$ cat config.mk
export PLATFORM = sky130hd
export DESIGN_NAME = led_pattern
export DESIGN_NICKNAME = d
export VERILOG_FILES = /design/src/rtl/led_pattern_pkg.sv /design/src/rtl/led_chan.sv /design/src/rtl/led_pattern.sv
export SDC_FILE = /design/constraint.sdc
export NUM_CORES = 1
export LEC_CHECK = 0
export BUFFER_PORTS_ARGS = -buffer_cell sky130_fd_sc_hd__buf_4
export CAP_MARGIN = 20
export CORE_MARGIN = 8
export CORE_UTILIZATION = 55
export CTS_CLUSTER_DIAMETER = 80
export DETAILED_ROUTE_END_ITERATION = 7
export GPL_TIMING_DRIVEN = 0
export HOLD_SLACK_MARGIN = 0.06
export PLACE_DENSITY = 0.72
export SETUP_SLACK_MARGIN = 0.2
export SYNTH_ARGS = -nofsm -noshare
export SYNTH_HDL_FRONTEND = slang
export SYNTH_SLANG_ARGS = --single-unit
$ cat constraint.sdc
create_clock -name clk -period 2.3 [get_ports clk]
set_input_delay 0.345 -clock clk [delete_from_list [all_inputs] [get_ports clk]]
set_output_delay 0.345 -clock clk [all_outputs]
set_load 0.01 [all_outputs]
$ cat src/rtl/led_pattern_pkg.sv
// Shared definitions for the LED pattern generator: mode codes, burst states
// and the prescaler half-period derivation.
package led_pattern_pkg;

  localparam logic [2:0] MODE_OFF   = 3'd0;
  localparam logic [2:0] MODE_ON    = 3'd1;
  localparam logic [2:0] MODE_SLOW  = 3'd2;
  localparam logic [2:0] MODE_FAST  = 3'd3;
  localparam logic [2:0] MODE_BURST = 3'd4;

  typedef enum logic [1:0] {
    ST_IDLE = 2'd0,
    ST_HI   = 2'd1,
    ST_LO   = 2'd2,
    ST_GAP  = 2'd3
  } burst_state_e;

  function automatic int half_period(input int clk_hz, input int hz);
    return clk_hz / (2 * hz);
  endfunction

  // A usable half period is an exact division and at least two cycles long.
  function automatic bit half_period_ok(input int clk_hz, input int hz);
    if (hz <= 0) return 1'b0;
    return ((clk_hz % (2 * hz)) == 0) && (half_period(clk_hz, hz) >= 2);
  endfunction

endpackage

$ cat src/rtl/led_chan.sv
// One LED channel: registered mode, burst state machine and LED flop.
// Ticks and blink phases come from the shared prescalers in the top level.
module led_chan
  import led_pattern_pkg::*;
#(
  parameter int GAP_SLOW = 2
) (
  input  logic       clk,
  input  logic       rst,
  input  logic       en,
  input  logic [2:0] mode,
  input  logic [2:0] burst_n,
  input  logic       slow_tick,
  input  logic       fast_tick,
  input  logic       slow_ph,
  input  logic       fast_ph,
  output logic       led
);

  localparam logic [3:0] GAP_LAST = 4'(GAP_SLOW - 1);

  logic [2:0]   mode_r, mode_nx_s;
  burst_state_e state_r, state_nx_s;
  logic [2:0]   pcnt_r, pcnt_nx_s;
  logic [3:0]   gcnt_r, gcnt_nx_s;
  logic         led_r, led_nx_s;

  assign led = led_r;

  // Next-state and LED decode; disable beats a mode change, which beats any tick.
  always_comb begin
    mode_nx_s  = mode;
    state_nx_s = state_r;
    led_nx_s   = led_r;
    pcnt_nx_s  = pcnt_r;
    gcnt_nx_s  = gcnt_r;
    if (!en) begin
      state_nx_s = ST_IDLE;
      led_nx_s   = 1'b0;
      pcnt_nx_s  = 3'd0;
      gcnt_nx_s  = 4'd0;
    end else if (mode != mode_r) begin
      state_nx_s = ST_IDLE;
      led_nx_s   = 1'b0;
      gcnt_nx_s  = 4'd0;
    end else begin
      case (mode_r)
        MODE_ON: begin
          state_nx_s = ST_IDLE;
          led_nx_s   = 1'b1;
        end
        // Blinking follows the shared phase so equal-mode channels never drift apart.
        MODE_SLOW: begin
          state_nx_s = ST_IDLE;
          if (slow_tick) led_nx_s = slow_ph;
          else           led_nx_s = led_r;
        end
        MODE_FAST: begin
          state_nx_s = ST_IDLE;
          if (fast_tick) led_nx_s = fast_ph;
          else           led_nx_s = led_r;
        end
        MODE_BURST: begin
          case (state_r)
            ST_IDLE: begin
              if (fast_tick) begin
                pcnt_nx_s  = (burst_n == 3'd0) ? 3'd1 : burst_n;
                led_nx_s   = 1'b1;
                state_nx_s = ST_HI;
              end else begin
                led_nx_s   = 1'b0;
              end
            end
            ST_HI: begin
              if (fast_tick) begin
                led_nx_s  = 1'b0;
                pcnt_nx_s = pcnt_r - 3'd1;
                if (pcnt_r <= 3'd1) begin
                  state_nx_s = ST_GAP;
                  gcnt_nx_s  = 4'd0;
                end else begin
                  state_nx_s = ST_LO;
                end
              end else begin
                led_nx_s = led_r;
              end
            end
            ST_LO: begin
              if (fast_tick) begin
                led_nx_s   = 1'b1;
                state_nx_s = ST_HI;
              end else begin
                led_nx_s   = led_r;
              end
            end
            ST_GAP: begin
              led_nx_s = 1'b0;
              if (slow_tick) begin
                if (gcnt_r >= GAP_LAST) begin
                  state_nx_s = ST_IDLE;
                  gcnt_nx_s  = 4'd0;
                end else begin
                  gcnt_nx_s  = gcnt_r + 4'd1;
                end
              end else begin
                gcnt_nx_s = gcnt_r;
              end
            end
            default: begin
              state_nx_s = ST_IDLE;
              led_nx_s   = 1'b0;
            end
          endcase
        end
        default: begin
          state_nx_s = ST_IDLE;
          led_nx_s   = 1'b0;
        end
      endcase
    end
  end

  // Channel state registers.
  always_ff @(posedge clk or negedge rst) begin
    if (!rst) begin
      mode_r  <= MODE_OFF;
      state_r <= ST_IDLE;
      pcnt_r  <= 3'd0;
      gcnt_r  <= 4'd0;
      led_r   <= 1'b0;
    end else begin
      mode_r  <= mode_nx_s;
      state_r <= state_nx_s;
      pcnt_r  <= pcnt_nx_s;
      gcnt_r  <= gcnt_nx_s;
      led_r   <= led_nx_s;
    end
  end

endmodule

$ cat src/rtl/led_pattern.sv
// Multi-channel LED pattern generator: shared slow/fast prescalers drive
// NCH independent channels selecting off/on/blink/burst patterns.
module led_pattern
  import led_pattern_pkg::*;
#(
  parameter int NCH      = 4,
  parameter int CLK_HZ   = 50_000_000,
  parameter int SLOW_HZ  = 1,
  parameter int FAST_HZ  = 4,
  parameter int GAP_SLOW = 2
) (
  input  logic             clk,
  input  logic             rst,
  input  logic             en,
  input  logic [3*NCH-1:0] mode,
  input  logic [2:0]       burst_n,
  output logic [NCH-1:0]   led,
  output logic             slow_tick
);

  localparam int SLOW_HALF = half_period(CLK_HZ, SLOW_HZ);
  localparam int FAST_HALF = half_period(CLK_HZ, FAST_HZ);
  localparam int SW        = $clog2(SLOW_HALF);
  localparam int FW        = $clog2(FAST_HALF);
  localparam logic [SW-1:0] SLOW_LAST = SW'(SLOW_HALF - 1);
  localparam logic [FW-1:0] FAST_LAST = FW'(FAST_HALF - 1);

  if (!half_period_ok(CLK_HZ, SLOW_HZ)) begin : g_bad_slow
    $fatal(1, "led_pattern: SLOW_HZ does not give an exact half period of at least 2");
  end
  if (!half_period_ok(CLK_HZ, FAST_HZ)) begin : g_bad_fast
    $fatal(1, "led_pattern: FAST_HZ does not give an exact half period of at least 2");
  end
  if (NCH < 1 || NCH > 16 || GAP_SLOW < 1 || GAP_SLOW > 15) begin : g_bad_range
    $fatal(1, "led_pattern: NCH or GAP_SLOW out of range");
  end

  logic [SW-1:0] scnt_r;
  logic [FW-1:0] fcnt_r;
  logic          stick_r, ftick_r, sph_r, fph_r;

  assign slow_tick = stick_r;

  // Slow prescaler; the phase bit flips with each wrap so channels can share it.
  always_ff @(posedge clk or negedge rst) begin
    if (!rst) begin
      scnt_r <= {SW{1'b0}}; stick_r <= 1'b0; sph_r <= 1'b0;
    end else if (!en) begin
      scnt_r <= {SW{1'b0}}; stick_r <= 1'b0; sph_r <= 1'b0;
    end else if (scnt_r == SLOW_LAST) begin
      scnt_r <= {SW{1'b0}}; stick_r <= 1'b1; sph_r <= ~sph_r;
    end else begin
      scnt_r <= scnt_r + SW'(1'b1); stick_r <= 1'b0;
    end
  end

  // Fast prescaler, same structure as the slow one.
  always_ff @(posedge clk or negedge rst) begin
    if (!rst) begin
      fcnt_r <= {FW{1'b0}}; ftick_r <= 1'b0; fph_r <= 1'b0;
    end else if (!en) begin
      fcnt_r <= {FW{1'b0}}; ftick_r <= 1'b0; fph_r <= 1'b0;
    end else if (fcnt_r == FAST_LAST) begin
      fcnt_r <= {FW{1'b0}}; ftick_r <= 1'b1; fph_r <= ~fph_r;
    end else begin
      fcnt_r <= fcnt_r + FW'(1'b1); ftick_r <= 1'b0;
    end
  end

  for (genvar i = 0; i < NCH; i++) begin : g_chan
    led_chan #(.GAP_SLOW(GAP_SLOW)) u_chan (
      .clk       (clk),
      .rst       (rst),
      .en        (en),
      .mode      (mode[3*i +: 3]),
      .burst_n   (burst_n),
      .slow_tick (stick_r),
      .fast_tick (ftick_r),
      .slow_ph   (sph_r),
      .fast_ph   (fph_r),
      .led       (led[i])
    );
  end

endmodule

# Word level (Yosys, flattened, before mapping)
# Index checks and enable logic that the tools add are counted.
[classes]
addsub = 10
multipliers = 0
div_mod_pow = 0
order_cmp = 8
eq_ne = 104
n_shift = 0
n_mux = 120
bitwise_logic = 2
reduce_logical = 25
[op_table]
columns = ["op", "n"]
rows = [
  ["$mux 4", 28],
  ["$ne 5x4->1 const B", 16],
  ["$ne 4x3->1 const B", 16],
  ["$mux 3", 18],
  ["$mux 2", 25],
  ["$mux 25", 2],
  ["$mux 23", 2],
  ["$reduce_and 5->1", 8],
  ["$pmux 1 s4", 8],
  ["$pmux 4 s2", 4],
  ["$reduce_and 4->1", 8],
  ["$add 25x1->25 const B", 1],
  ["$eq 25x25->1 const B", 1],
  ["$mux 1", 25],
  ["$eq 3x2->1 const B", 8],
  ["$ne 3x1->1 const B", 8],
  ["$ne 3x3->1 const B", 8],
  ["$pmux 2 s3", 4],
  ["$pmux 3 s2", 4],
  ["$add 23x1->23 const B", 1],
  ["$eq 23x23->1 const B", 1],
  ["$ne 5x3->1 const B", 4],
  ["$add 4x1->4 const B", 4],
  ["$eq 2x2->1 const B", 8],
  ["other kinds (15)", 57],
]
[word_totals]
register_bits = 104
latchBits = 0
mem_bits_rw = 0
mem_bits_ro = 0
in_bits = 18
out_inout_bits = 5
wordCells = 295
memories = 0

# Logic depth before layout (Yosys ltp)
# Gate-level depths: netlist (run 1).
[depth]
ltp_word = 7
ltp_mapped = 7
mapped_depth_nobuf = 7

# Hierarchy
# Synthesis (run 1) repeated with hierarchy kept, for this count alone.
[hier_totals]
hier_cells = 641
area_unflattened_um2 = 6208.5
[by_module_without_submodules]
columns = ["module", "n_inst", "cells_per_inst", "area_each_um2"]
rows = [
  ["led_pattern", 1, 262, 2557.5],
  ["led_chan at g_chan[1].u_chan ...", 2, 96, 925.9],
  ["led_chan at g_chan[2].u_chan", 1, 96, 932.1],
  ["led_chan at g_chan[0].u_chan", 1, 91, 867.1],
]

# Worst setup path after synthesis (run 1)
# Ideal clock, no wire load.
[synth_timing]
path_kind = "flip-flop to flip-flop"
from = "register scnt_r[0]"
to = "register scnt_r[16]"
setup_time_ns = 0.119
t_arrival_ns = 1.805
required_ns = 2.181
setup_slack_ns = 0.377
stages_incl_launch_ff = 8
n_path_buf = 1
path_cell_list = "dfrtp_1 ha_1 nand4_1 or2_1 or4_4 nand2_4 buf_6 nor2_1"
[synth_via]
elab_chain_cells = 3
[synth_lines]
columns = ["element", "line", "source"]
rows = [
  ["start, declared", "led_pattern.sv:38", "logic [SW-1:0] scnt_r;"],
  ["start signal, assigned", "led_pattern.sv:47", "scnt_r <= {SW{1'b0}}; stick_r <= 1'b0; sph_r <= 1'b0;"],
  ["start signal, assigned", "led_pattern.sv:49", "scnt_r <= {SW{1'b0}}; stick_r <= 1'b0; sph_r <= 1'b0;"],
  ["start signal, assigned", "led_pattern.sv:51", "scnt_r <= {SW{1'b0}}; stick_r <= 1'b1; sph_r <= ~sph_r;"],
  ["$add 25x1->25 / $eq 25x25->1 (equally long branches)", "led_pattern.sv:53, led_pattern.sv:50", ""],
  ["$mux 25 *", "led_pattern.sv:50", "end else if (scnt_r == SLOW_LAST) begin"],
  ["$mux 25 *", "led_pattern.sv:48", "end else if (!en) begin"],
]
# Mark *: on every way between the ends. The rest lies on a longest branch, timed or not.
# A chain may end at the register's enable or synchronous reset.

# Final worst setup path (run 1)
[layout_timing]
from = "register scnt_r[1]"
to = "register scnt_r[21]"
# The elaborated chain is that of the path after synthesis.

==> results of run 1 <==
layout make-up:
cell class                 count  area, sq um  area share
clock buffer                  13          149      0.0231
clock inverter                 3         17.5     0.00272
inverter                      31          116      0.0181
sequential                   104         2600       0.404
multi-input combinational    464         2990       0.465
tap                          136          170      0.0264
buffer                        26          136      0.0212
timing repair buffer          31          255      0.0396
registers in the layout (all words and copies together) (netlist names):
| register | cells |
|---|---|
| fcnt_r | 23 |
| g_chan.u_chan.pcnt_r | 12 |
| slow_tick | 1 |
| sph_r | 1 |
| ftick_r | 1 |
| g_chan.u_chan.gcnt_r | 16 |
| g_chan.u_chan.mode_r | 12 |
| g_chan.u_chan.state_r | 8 |
| g_chan.u_chan.led | 4 |
| scnt_r | 25 |
| fph_r | 1 |
worst paths after layout:
path | start | end | slack (ns) | cells after the start
max reg2reg | scnt_r[1] | scnt_r[21] | 0.25 | 7
min reg2reg | fcnt_r[0] | fcnt_r[0] | 0.51 | 1
min | mode[9] | g_chan[3].u_chan.mode_r[0] | 0.1 | 1
max in group asynchronous | rst | g_chan[1].u_chan.mode_r[1] | 1.04 | 3
max | scnt_r[1] | scnt_r[21] | 0.25 | 7
min in group asynchronous | rst | g_chan[2].u_chan.state_r[1] | 0.57 | 2
what timing repair did:
item,CTS,global route
setup buffers,2,5
resized for setup,2,13
hold buffers,1,0
hold endpoints to repair,11,0
pin swaps,1,0
setup endpoints to repair,21,49
cell usage in the layout, fill, tap and decap left out, types with 3 or more instances in the layout:
cell / n
nor4b_1: 4
inv_1: 31
ha_1: 21
nand2_1: 51
a21o_1: 3
clkbuf_8: 10
nand2b_1: 10
dfrtp_1: 103
buf_4: 35
clkbuf_1: 19
a311oi_1: 5
mux2i_1: 12
xor2_1: 29
nor2b_1: 7
or3_1: 4
nand3_1: 26
and4_1: 5
nor3_1: 17
nor4_1: 8
nor3b_1: 9
nor2_1: 89
and2_1: 3
nand4b_1: 3
a21oi_1: 18
mux2_2: 4
o21ai_0: 18
a211oi_1: 6
nand4_1: 21
a31oi_1: 7
xnor2_1: 31
o21bai_1: 5
and3_1: 11
synthesized netlist by cell type, types with 2 or more instances:
library cell	number	area [sq um]
inv_1	31	116
o2111ai_1	2	17.5
nand2b_1	10	62.6
and4_1	5	43.8
or3_1	4	25.0
o22ai_1	2	12.5
and3_1	12	75.1
nand2_1	51	191
clkbuf_1	17	63.8
o31a_1	2	17.5
nand3_1	26	130
buf_4	4	30.0
a31oi_1	7	43.8
buf_6	2	22.5
dfrtp_1	104	2600
nand4b_1	3	26.3
xor2_1	29	254
buf_2	2	10.0
nor4b_1	6	52.6
nor2_1	89	334
xnor2_1	31	272
a211oi_1	6	45.0
mux2_2	4	45.0
a21o_1	3	22.5
nor3b_1	10	75.1
nor2b_1	7	43.8
a311oi_1	5	43.8
mux2i_1	12	120
o21bai_1	5	37.5
nor4_1	10	62.6
nor3_1	17	85.1
nand4_1	21	131
o21a_1	2	15.0
o31ai_1	2	15.0
a21oi_1	18	90.1
and2_1	3	18.8
o21ai_0	18	90.1
ha_1	22	275
per-stage QoR:
stage	hold slack, ns	total power, uW	worst slack [ns]	cells
after floorplan	0.0494	2040	0.377	625
after global placement	0.467	2140	0.165	783
after detailed placement	0.447	2160	0.154	784
after CTS	0.0911	3180	0.201	803
after global routing	0.0912	3290	0.170	808
final	0.0966	3160	0.250	808
layer usage:
layer / track usage / share of wire / vias up
met3: 0.0267 / 0.041 / 14
met5: 0 / 0 / -
met1: 0.231 / 0.45 / 2269
li1: - / - / 2252
met4: 0.0711 / 0.014 / 0
met2: 0.296 / 0.49 / 76
logic make-up after synthesis:
| logic type | share of synthesized area |
|---|---|
| fa+ha+maj | 0.0475 |
| simple gates | 0.247 |
| compound gates | 0.0951 |
| flops | 0.449 |
| mux | 0.0285 |
| buf+inv | 0.0425 |
| xor+xnor | 0.0906 |
report_power, final:
| part | internal, uW | switching [uW] | total (uW) |
|---|---|---|---|
| registers | 1850 | 27.7 | 1880 |
| clock network | 422 | 609 | 1030 |
| logic | 91.2 | 154 | 245 |
| total | 2370 | 791 | 3160 |
==> results.yml, run 1 <==
run_status:
  status: "completed"
die:
  die-height_um: 119
  design.core.area_sq_um: 10300
  die_x_um: 119
  boundaryPins: 23
  rows: 37
  initial_core_util: 0.564
  design.die.area_sq_um: 14100
critical_path:
  worstPathArrival_ns: 2.31
  worstPathCellList: "ha_2 -> nand4_1 -> or2_1 -> or4_4 -> nand2_4 -> buf_6 -> nor2_1"
  crit_slowest_cell: "or4_4"
  crit_buf_inv: 1
  max_stage_delay_ns: 0.57
  cpLargestDelayFamily: "simple AND/OR/NAND/NOR gates"
  crit_type: "flip-flop to flip-flop"
  crit_path_start_kind: "flip-flop"
  end_kind: "flip-flop"
  crit_fanout: 10
  critPathRequiredTime_ns: 2.56
timing:
  finalCriticalPeriod_ns: 2.05
  slew_violations: 0
  tightestPinTransition_ns: 0.722
  fmax_mhz: 488
  slew_headroom: 0.519
  finalCritPeriodShare: 0.891
  timing.final.hold_violations: 0
  grt_setup_unrepaired: "false"
  fin_skew_ns: 0.0111
  setup_viol: 0
  fin_setup_tns_ns: 0
clocking:
  clkSlewWorstSetupHoldPaths_ns: 0.09
  ctsLongestPathBuffers: 2
  cts.sinks: 104
  clkLatencyLatePin_ns: 0.37
  cts_tree: "built"
  h-tree-depth: 3
  cts_buffers: 9
  root_buffer: "clkbuf_8"
detailed_routing:
  remaining_drc_errors: 0
  avgViaCountPerCell: 5.71
  ant_nets: 0
  via_count: 4611
  routed_wl_um: 12300
  drtIter0Drc: 263
  drt-pass1-iter-count: 4
  wl_per_cell_um: 15.2
synth:
  ys_async_sr_fraction: 1.00
  synth_edf_count: 0
  synth.avg_cell_area_sq_um: 9.28
  synth.yosys.seq_area_share: 0.449
  syn_area_sq_um: 5800
  synth_cells: 625
  synth_ff_type: "dfrtp_1"
  yosys_warnings: 0
  synth-seq-cells: 104
  syn_nets: 665
  yosysUniqueCellTypes: 59
place:
  place_area_sq_um: 6160
  gp_congestion: 0.842
  portBuffers: 22
  dpl.hpwl_um: 8570
pwr:
  power_density_nw_per_um2: 490
  p_leak_uw: 0.00270
  ir_worst_vdd_mv: 0.316
final_layout:
  n_antenna_cell: 0
  nFillCells: 862
  design_area_sq_um: 6440
  utilization: 0.627
  syn_to_final_growth_pct: 11.1
  drive_gt1_frac: 0.101
  nNetsFinal: 707
grt:
  grt.overflow.total: 0
  grt_max_degree: 55
  grt_pass1_wl_um: 21100
  grt_usage: 0.179
  grt_pass1_vias: 4475
  antenna_found_initial: 0
hold_path:
  hold_class: "primary input to flip-flop"
run:
  max-cap-violations: 0
Note: power is estimated with default switching activity, not from simulation.
==> run 2: changes to the inputs <==
--- a/config.mk
+++ b/config.mk
@@ -7,6 +7,7 @@
 export LEC_CHECK = 0
 export BUFFER_PORTS_ARGS = -buffer_cell sky130_fd_sc_hd__buf_4
 export CAP_MARGIN = 20
+export CORE_ASPECT_RATIO = 2
 export CORE_MARGIN = 8
 export CORE_UTILIZATION = 55
 export CTS_CLUSTER_DIAMETER = 80
==> run 2 against run 1 <==
- routed wire length increased by 13%
- cell count fell by 0.62%
- via count is 4.0% higher
- critical path depth decreased by 2
- die area is 1.4% higher
- first-iteration DRC count decreased by 1.9%
- sequential share of layout area is 0.95 points lower
- largest cell class unchanged
- highest routed layer unchanged
==> results.yml, run 2 (synthesized netlist as in run 1, its figures left out) <==
timing:
  timing.final.hold_violations: 0
  fin_skew_ns: 0.00922
  finalCriticalPeriod_ns: 2.02
  slew_headroom: 0.521
  slew_violations: 0
  setup_viol: 0
  grt_setup_unrepaired: "false"
  tightestPinTransition_ns: 0.719
  finalCritPeriodShare: 0.877
  fmax_mhz: 496
  fin_setup_tns_ns: 0
  setup_slack_ns: 0.282
critical_path:
  critPathRequiredTime_ns: 2.53
  timing.rr.start: "scnt_r[10]"
  crit_fanout: 10
  worstPathCellList: "or4_4 -> or4_4 -> nand2_4 -> buf_6 -> nor2_1"
  crit_top_cell: "or4_4"
  max_stage_delay_ns: 0.57
  reg2regPathDepth: 5
  cpLargestDelayFamily: "simple AND/OR/NAND/NOR gates"
  critPathLaunch: "scnt_r[10]"
  worst-path-stages: 5
  crit_slowest_cell: "or4_4"
  crit_type: "flip-flop to flip-flop"
  r2r_setup_slack_ns: 0.28
  crit_buf_inv: 1
  crit_path_start_kind: "flip-flop"
  end_kind: "flip-flop"
  cp-endpoint: "scnt_r[19]"
  worstPathArrival_ns: 2.25
  r2r_end: "scnt_r[19]"
final_layout:
  final_common_cell: "dfrtp_1"
  final_cell_mix: "dfrtp_1 (103), nor2_1 (89), nand2_1 (51)"
  nFillCells: 884
  design_area_sq_um: 6600
  n_antenna_cell: 0
  max_flop_register: "scnt_r"
  syn_to_final_growth_pct: 13.7
  largest_reg_flops: 25
  reg.largest.list: "scnt_r: 25 flops, fcnt_r: 23 flops, g_chan.u_chan.gcnt_r: 16 flops"
  nNetsFinal: 703
  drive_gt1_frac: 0.107
die:
  die-height_um: 161
  design.core.area_sq_um: 10400
  design.die.area_sq_um: 14300
  rows: 53
  die_x_um: 88.6
  initial_core_util: 0.557
  boundaryPins: 23
clocking:
  clkSlewWorstSetupHoldPaths_ns: 0.07
  h-tree-depth: 3
  ctsLongestPathBuffers: 2
  cts_buffers: 9
  cts_tree: "built"
  root_buffer: "clkbuf_16"
  cts.sinks: 104
  cts_hold_buf: 0
  clkLatencyLatePin_ns: 0.35
grt:
  grt_util_met1: 0.221
  grt_use_met2: 0.381
  grt_max_degree: 55
  grt_pass1_wl_um: 23400
  grt_usage: 0.206
  antenna_found_initial: 0
  grt_pass1_vias: 4942
  use_met3: 0.0372
  grt.overflow.total: 0
  grt_busiest_layer: "met2"
pwr:
  p_int_uw: 2910
  p_switching_uw: 848
  ir_worst_vdd_mv: 0.428
  switching_share: 0.225
  finalPower_uw: 3760
  clkPwrFrac: 0.432
  pwr-share-comb: 0.067
  seqPwrFrac: 0.501
  power_density_nw_per_um2: 570
  p_leak_uw: 0.00278
detailed_routing:
  routed_wl_um: 13900
  wl_per_cell_um: 17.3
  drt-pass1-iter-count: 5
  drtIter0Drc: 258
  ant_nets: 0
  via_count: 4797
  remaining_drc_errors: 0
  avgViaCountPerCell: 5.97
run_status:
  status: "completed"
run:
  max-cap-violations: 0
place:
  place_area_sq_um: 6160
  portBuffers: 22
  gp_congestion: 0.862
  dpl.hpwl_um: 9810
  dpl_worst_slack_ns: 0.0931
hold_path:
  hold_class: "primary input to async pin"
==> run 2: changes by cell type in the layout (fill, tap and decap cells not counted), moves of 2 or more <==
cell / change
buf_4: -4
clkbuf_1: -3
bufinv_16: +2
clkbuf_16: +9
or3_4: +2
or3_1: -2
clkbuf_8: -9
==> run 2: what timing repair did <==
item                                    4_1_cts  5_1_grt
endpoints found under the setup margin       29       48
pin swaps                                     1        0
setup buffers                                 1        3
resized for setup                             4       16
==> run 2: area by class of cell <==
type | count | area, sq um | area share
well taps | 137 | 171 | 0.0260
multi-input cells | 464 | 3040 | 0.460
inverters | 31 | 116 | 0.0176
repair buffers | 27 | 223 | 0.0338
clock inverters | 4 | 70.1 | 0.0106
clock buffers | 10 | 239 | 0.0362
flip-flops and latches | 104 | 2600 | 0.395
plain buffers | 26 | 136 | 0.0207
==> run 2: metrics by stage <==
stage,hold WS (ns),cells,util
3_5_place_dp,0.432,785,0.592
4_1_cts,0.0645,800,0.625
5_1_grt,0.0802,803,0.634
6_report,0.0383,803,0.634
2_1_floorplan,0.0494,625,-
3_3_place_gp,0.464,784,0.589
==> run 2: power groups by stage <==
stage / Combinational, uW / Sequential (uW) / Clock [uW]
after global placement: 230 / 1910 / 0
after floorplan: 127 / 1910 / 0
after global routing: 280 / 1890 / 1720
after detailed placement: 246 / 1920 / 0
final: 254 / 1880 / 1620
after CTS: 250 / 1880 / 1650
==> run 2: worst min-delay path by stage <==
stage | start | endpoint | slack, ns | depth (start not counted)
after CTS | rst | g_chan[2].u_chan.gcnt_r[1] | 0.06 | 1
after global routing | rst | g_chan[1].u_chan.pcnt_r[2] | 0.08 | 1
after global placement | fcnt_r[0] | fcnt_r[0] | 0.46 | 1
after floorplan | rst | fcnt_r[0] | 0.05 | 0
after detailed placement | rst | g_chan[2].u_chan.gcnt_r[1] | 0.43 | 1
final | rst | g_chan[1].u_chan.pcnt_r[2] | 0.04 | 1
==> run 2: metal layers <==
metal / share of wire / vias to the layer above
li1: - / 2254
met1: 0.38 / 2409
met2: 0.56 / 107
met3: 0.032 / 27
met4: 0.022 / 0
met5: 0 / -
==> run 2: worst reg2reg max path, delay by kind of cell (launching register included) <==
family	cells	cell delay (ns)
buffers and inverters	1	0.16
flip-flops	1	0.45
AND/OR/NAND/NOR	4	1.30
==> run 3: changes to the inputs <==
--- a/config.mk
+++ b/config.mk
@@ -5,6 +5,7 @@
 export SDC_FILE = /design/constraint.sdc
 export NUM_CORES = 1
 export LEC_CHECK = 0
+export ABC_AREA = 1
 export BUFFER_PORTS_ARGS = -buffer_cell sky130_fd_sc_hd__buf_4
 export CAP_MARGIN = 20
 export CORE_ASPECT_RATIO = 2
==> run 3 against run 2 <==
- clock power fell by 3%
- core utilization fell by 1.5 points
- register-to-register slack improved by 0.15 ns
- critical endpoint is now fcnt_r[12]
- first-iteration DRC count rose by 11%
- global-route usage rose by 1.1 points
- highest routed layer unchanged
- setup slack improved by 0.15 ns
==> results.yml, run 3 <==
run_status:
  status: "completed"
detailed_routing:
  drt-pass1-iter-count: 5
  routed_wl_um: 16300
  drtIter0Drc: 286
  remaining_drc_errors: 0
  ant_nets: 0
  via_count: 6050
  wl_per_cell_um: 14.5
  avgViaCountPerCell: 5.39
place:
  gp_congestion: 0.943
  dpl.hpwl_um: 12500
  place_area_sq_um: 6930
  portBuffers: 21
pwr:
  power_density_nw_per_um2: 531
  seqPwrFrac: 0.496
  switching_share: 0.252
  p_switching_uw: 969
  p_leak_uw: 0.00340
  p_int_uw: 2870
  ir_worst_vdd_mv: 0.445
  clkPwrFrac: 0.409
  finalPower_uw: 3840
  pwr-share-comb: 0.095
timing:
  finalCritPeriodShare: 0.814
  tightestPinTransition_ns: 0.604
  slew_headroom: 0.598
  timing.hold.ws_ns: 0.115
  finalCriticalPeriod_ns: 1.87
  grt_setup_unrepaired: "false"
  timing.final.hold_violations: 0
  fin_setup_tns_ns: 0
  fin_skew_ns: 0.0116
  slew_violations: 0
  fmax_mhz: 534
  setup_viol: 0
synth:
  synth.area.top_cells: "dfrtp_1 (40%), nand2_1 (14%), nor2_1 (9.7%), inv_1 (6.9%), nand3_1 (6.1%)"
  post-synth-top-count-cell: "nand2_1"
  yosys.area.top_type_share: 0.397
  ys_async_sr_fraction: 1.00
  synth_edf_count: 0
  yosysTopAreaCell: "dfrtp_1"
  synth-seq-cells: 104
  syn_nets: 979
  syn_area_sq_um: 6560
  synth_commonest_cells: "nand2_1 (244), nor2_1 (170), inv_1 (120)"
  synth.yosys.seq_area_share: 0.397
  yosysUniqueCellTypes: 39
  yosys_warnings: 0
  synth_ff_type: "dfrtp_1"
  synth.avg_cell_area_sq_um: 6.99
  synth_cells: 939
die:
  design.core.area_sq_um: 11700
  die_x_um: 93.2
  design.die.area_sq_um: 15900
  boundaryPins: 23
  die-height_um: 170
  initial_core_util: 0.561
  rows: 56
grt:
  grt_pass1_wl_um: 27800
  use_met3: 0.0313
  grt.overflow.total: 0
  grt_busiest_layer: "met2"
  grt_pass1_vias: 6221
  grt_max_degree: 66
  grt_use_met2: 0.419
  grt_usage: 0.218
  grt_util_met1: 0.206
  antenna_found_initial: 0
critical_path:
  max_stage_delay_ns: 0.41
  worstPathArrival_ns: 2.15
  crit_type: "flip-flop to flip-flop"
  crit_fanout: 8
  crit_slowest_cell: "dfrtp_1"
  r2r_setup_slack_ns: 0.43
  end_kind: "flip-flop"
  crit_buf_inv: 2
  cpLargestDelayFamily: "simple AND/OR/NAND/NOR gates"
  critPathRequiredTime_ns: 2.58
  crit_path_start_kind: "flip-flop"
  worstPathCellList: "ha_1 -> nand2_1 -> nor2_2 -> inv_1 -> nor2_1 -> nand2_1 -> nor2_4 -> nor2_2 -> inv_2 -> nor2_1"
clocking:
  ctsLongestPathBuffers: 2
  h-tree-depth: 3
  post_cts_buffers: 0
  root_buffer: "clkbuf_16"
  cts_resized: 0
  clkSlewWorstSetupHoldPaths_ns: 0.07
  cts.sinks: 104
  cts_tree: "built"
  clkLatencyLatePin_ns: 0.35
  cts_buffers: 9
final_layout:
  utilization: 0.618
  syn_to_final_growth_pct: 10.3
  design_area_sq_um: 7240
  final_common_cell: "nand2_1"
  n_antenna_cell: 0
  largest_reg_flops: 25
  final_cell_mix: "nand2_1 (244), nor2_1 (170), inv_1 (120)"
  max_flop_register: "scnt_r"
  layout.area.seq_sq_um: 2600
  drive_gt1_frac: 0.0777
  reg.largest.list: "scnt_r: 25 flops, fcnt_r: 23 flops, g_chan.u_chan.gcnt_r: 16 flops"
  nNetsFinal: 1013
  multi_input_area_sq_um: 3380
  nFillCells: 1093
hold_path:
  hold_class: "primary input to flip-flop"
run:
  max-cap-violations: 0
-- run 3: cell count changes in the layout (fill, tap and decap cells not counted), sizes merged, moves of 13 or more --
| cell | previous run | this run |
|---|---|---|
| o21ai | 19 | 37 |
| xnor2 | 31 | 18 |
| clkbuf | 28 | 13 |
| nand2 | 52 | 248 |
| xor2 | 29 | 9 |
| nor3 | 17 | 39 |
| nand3 | 26 | 81 |
| inv | 31 | 128 |
| nor2 | 89 | 179 |
-- run 3: metrics by stage --
step,setup WS (ns),cells
global placement,0.474,1105
floorplan,0.874,939
CTS,0.440,1123
global route,0.313,1123
detailed placement,0.461,1106
finish,0.428,1123
-- run 3: cell type report --
| cell class | instances | area share |
|---|---|---|
| Multi-Input combinational cell | 694 | 0.467 |
| Sequential cell | 104 | 0.360 |
| Inverter | 127 | 0.0659 |
| Clock buffer | 12 | 0.0341 |
| Timing Repair Buffer | 23 | 0.0270 |
| Tap cell | 145 | 0.0251 |
| Buffer | 14 | 0.0138 |
| Clock inverter | 4 | 0.00726 |
-- run 3: cell families (layout without fill, tap and decap cells) --
group / Yosys count / count (layout) / share of synthesized area
buffers and inverters: 141 / 180 / 0.0879
AOI/OAI and AO/OA: 68 / 68 / 0.0593
DFF: 104 / 104 / 0.397
adders and majority gates: 22 / 22 / 0.0420
xor gates and xnor gates: 27 / 27 / 0.0360
and+or+nand+nor: 577 / 577 / 0.378
-- run 3: path summary, 6_finish.rpt --
kind / startpoint / endpoint / cells after the start
setup / recovery: fcnt_r[0] / fcnt_r[12] / 10
setup reg to reg: fcnt_r[0] / fcnt_r[12] / 10
min in group asynchronous: rst / fcnt_r[14] / 2
hold reg to reg: g_chan[1].u_chan.gcnt_r[3] / g_chan[1].u_chan.gcnt_r[3] / 2
max in group asynchronous: rst / scnt_r[21] / 3
hold / removal: mode[11] / g_chan[3].u_chan.mode_r[2] / 1
-- run 3: power groups by stage --
stage / Sequential, uW / Combinational [uW] / Clock [uW]
after floorplan: 1930 / 225 / 0
after global placement: 1940 / 352 / 0
after detailed placement: 1940 / 364 / 0
after CTS: 1910 / 368 / 1600
after global routing: 1910 / 413 / 1670
final: 1910 / 364 / 1570
-- run 3: repair_timing --
| item | CTS | global route |
|---|---|---|
| hold buffers | 1 | 0 |
| setup endpoints to repair | 0 | 0 |
| endpoints found under the hold margin | 39 | 0 |
-- run 3: metal layers --
metal,vias up,part of all wire,wire length (um)
li1,3059,-,-
met1,2801,0.36,5870
met2,137,0.57,9260
met3,53,0.028,453
met4,0,0.045,729
met5,-,0,0
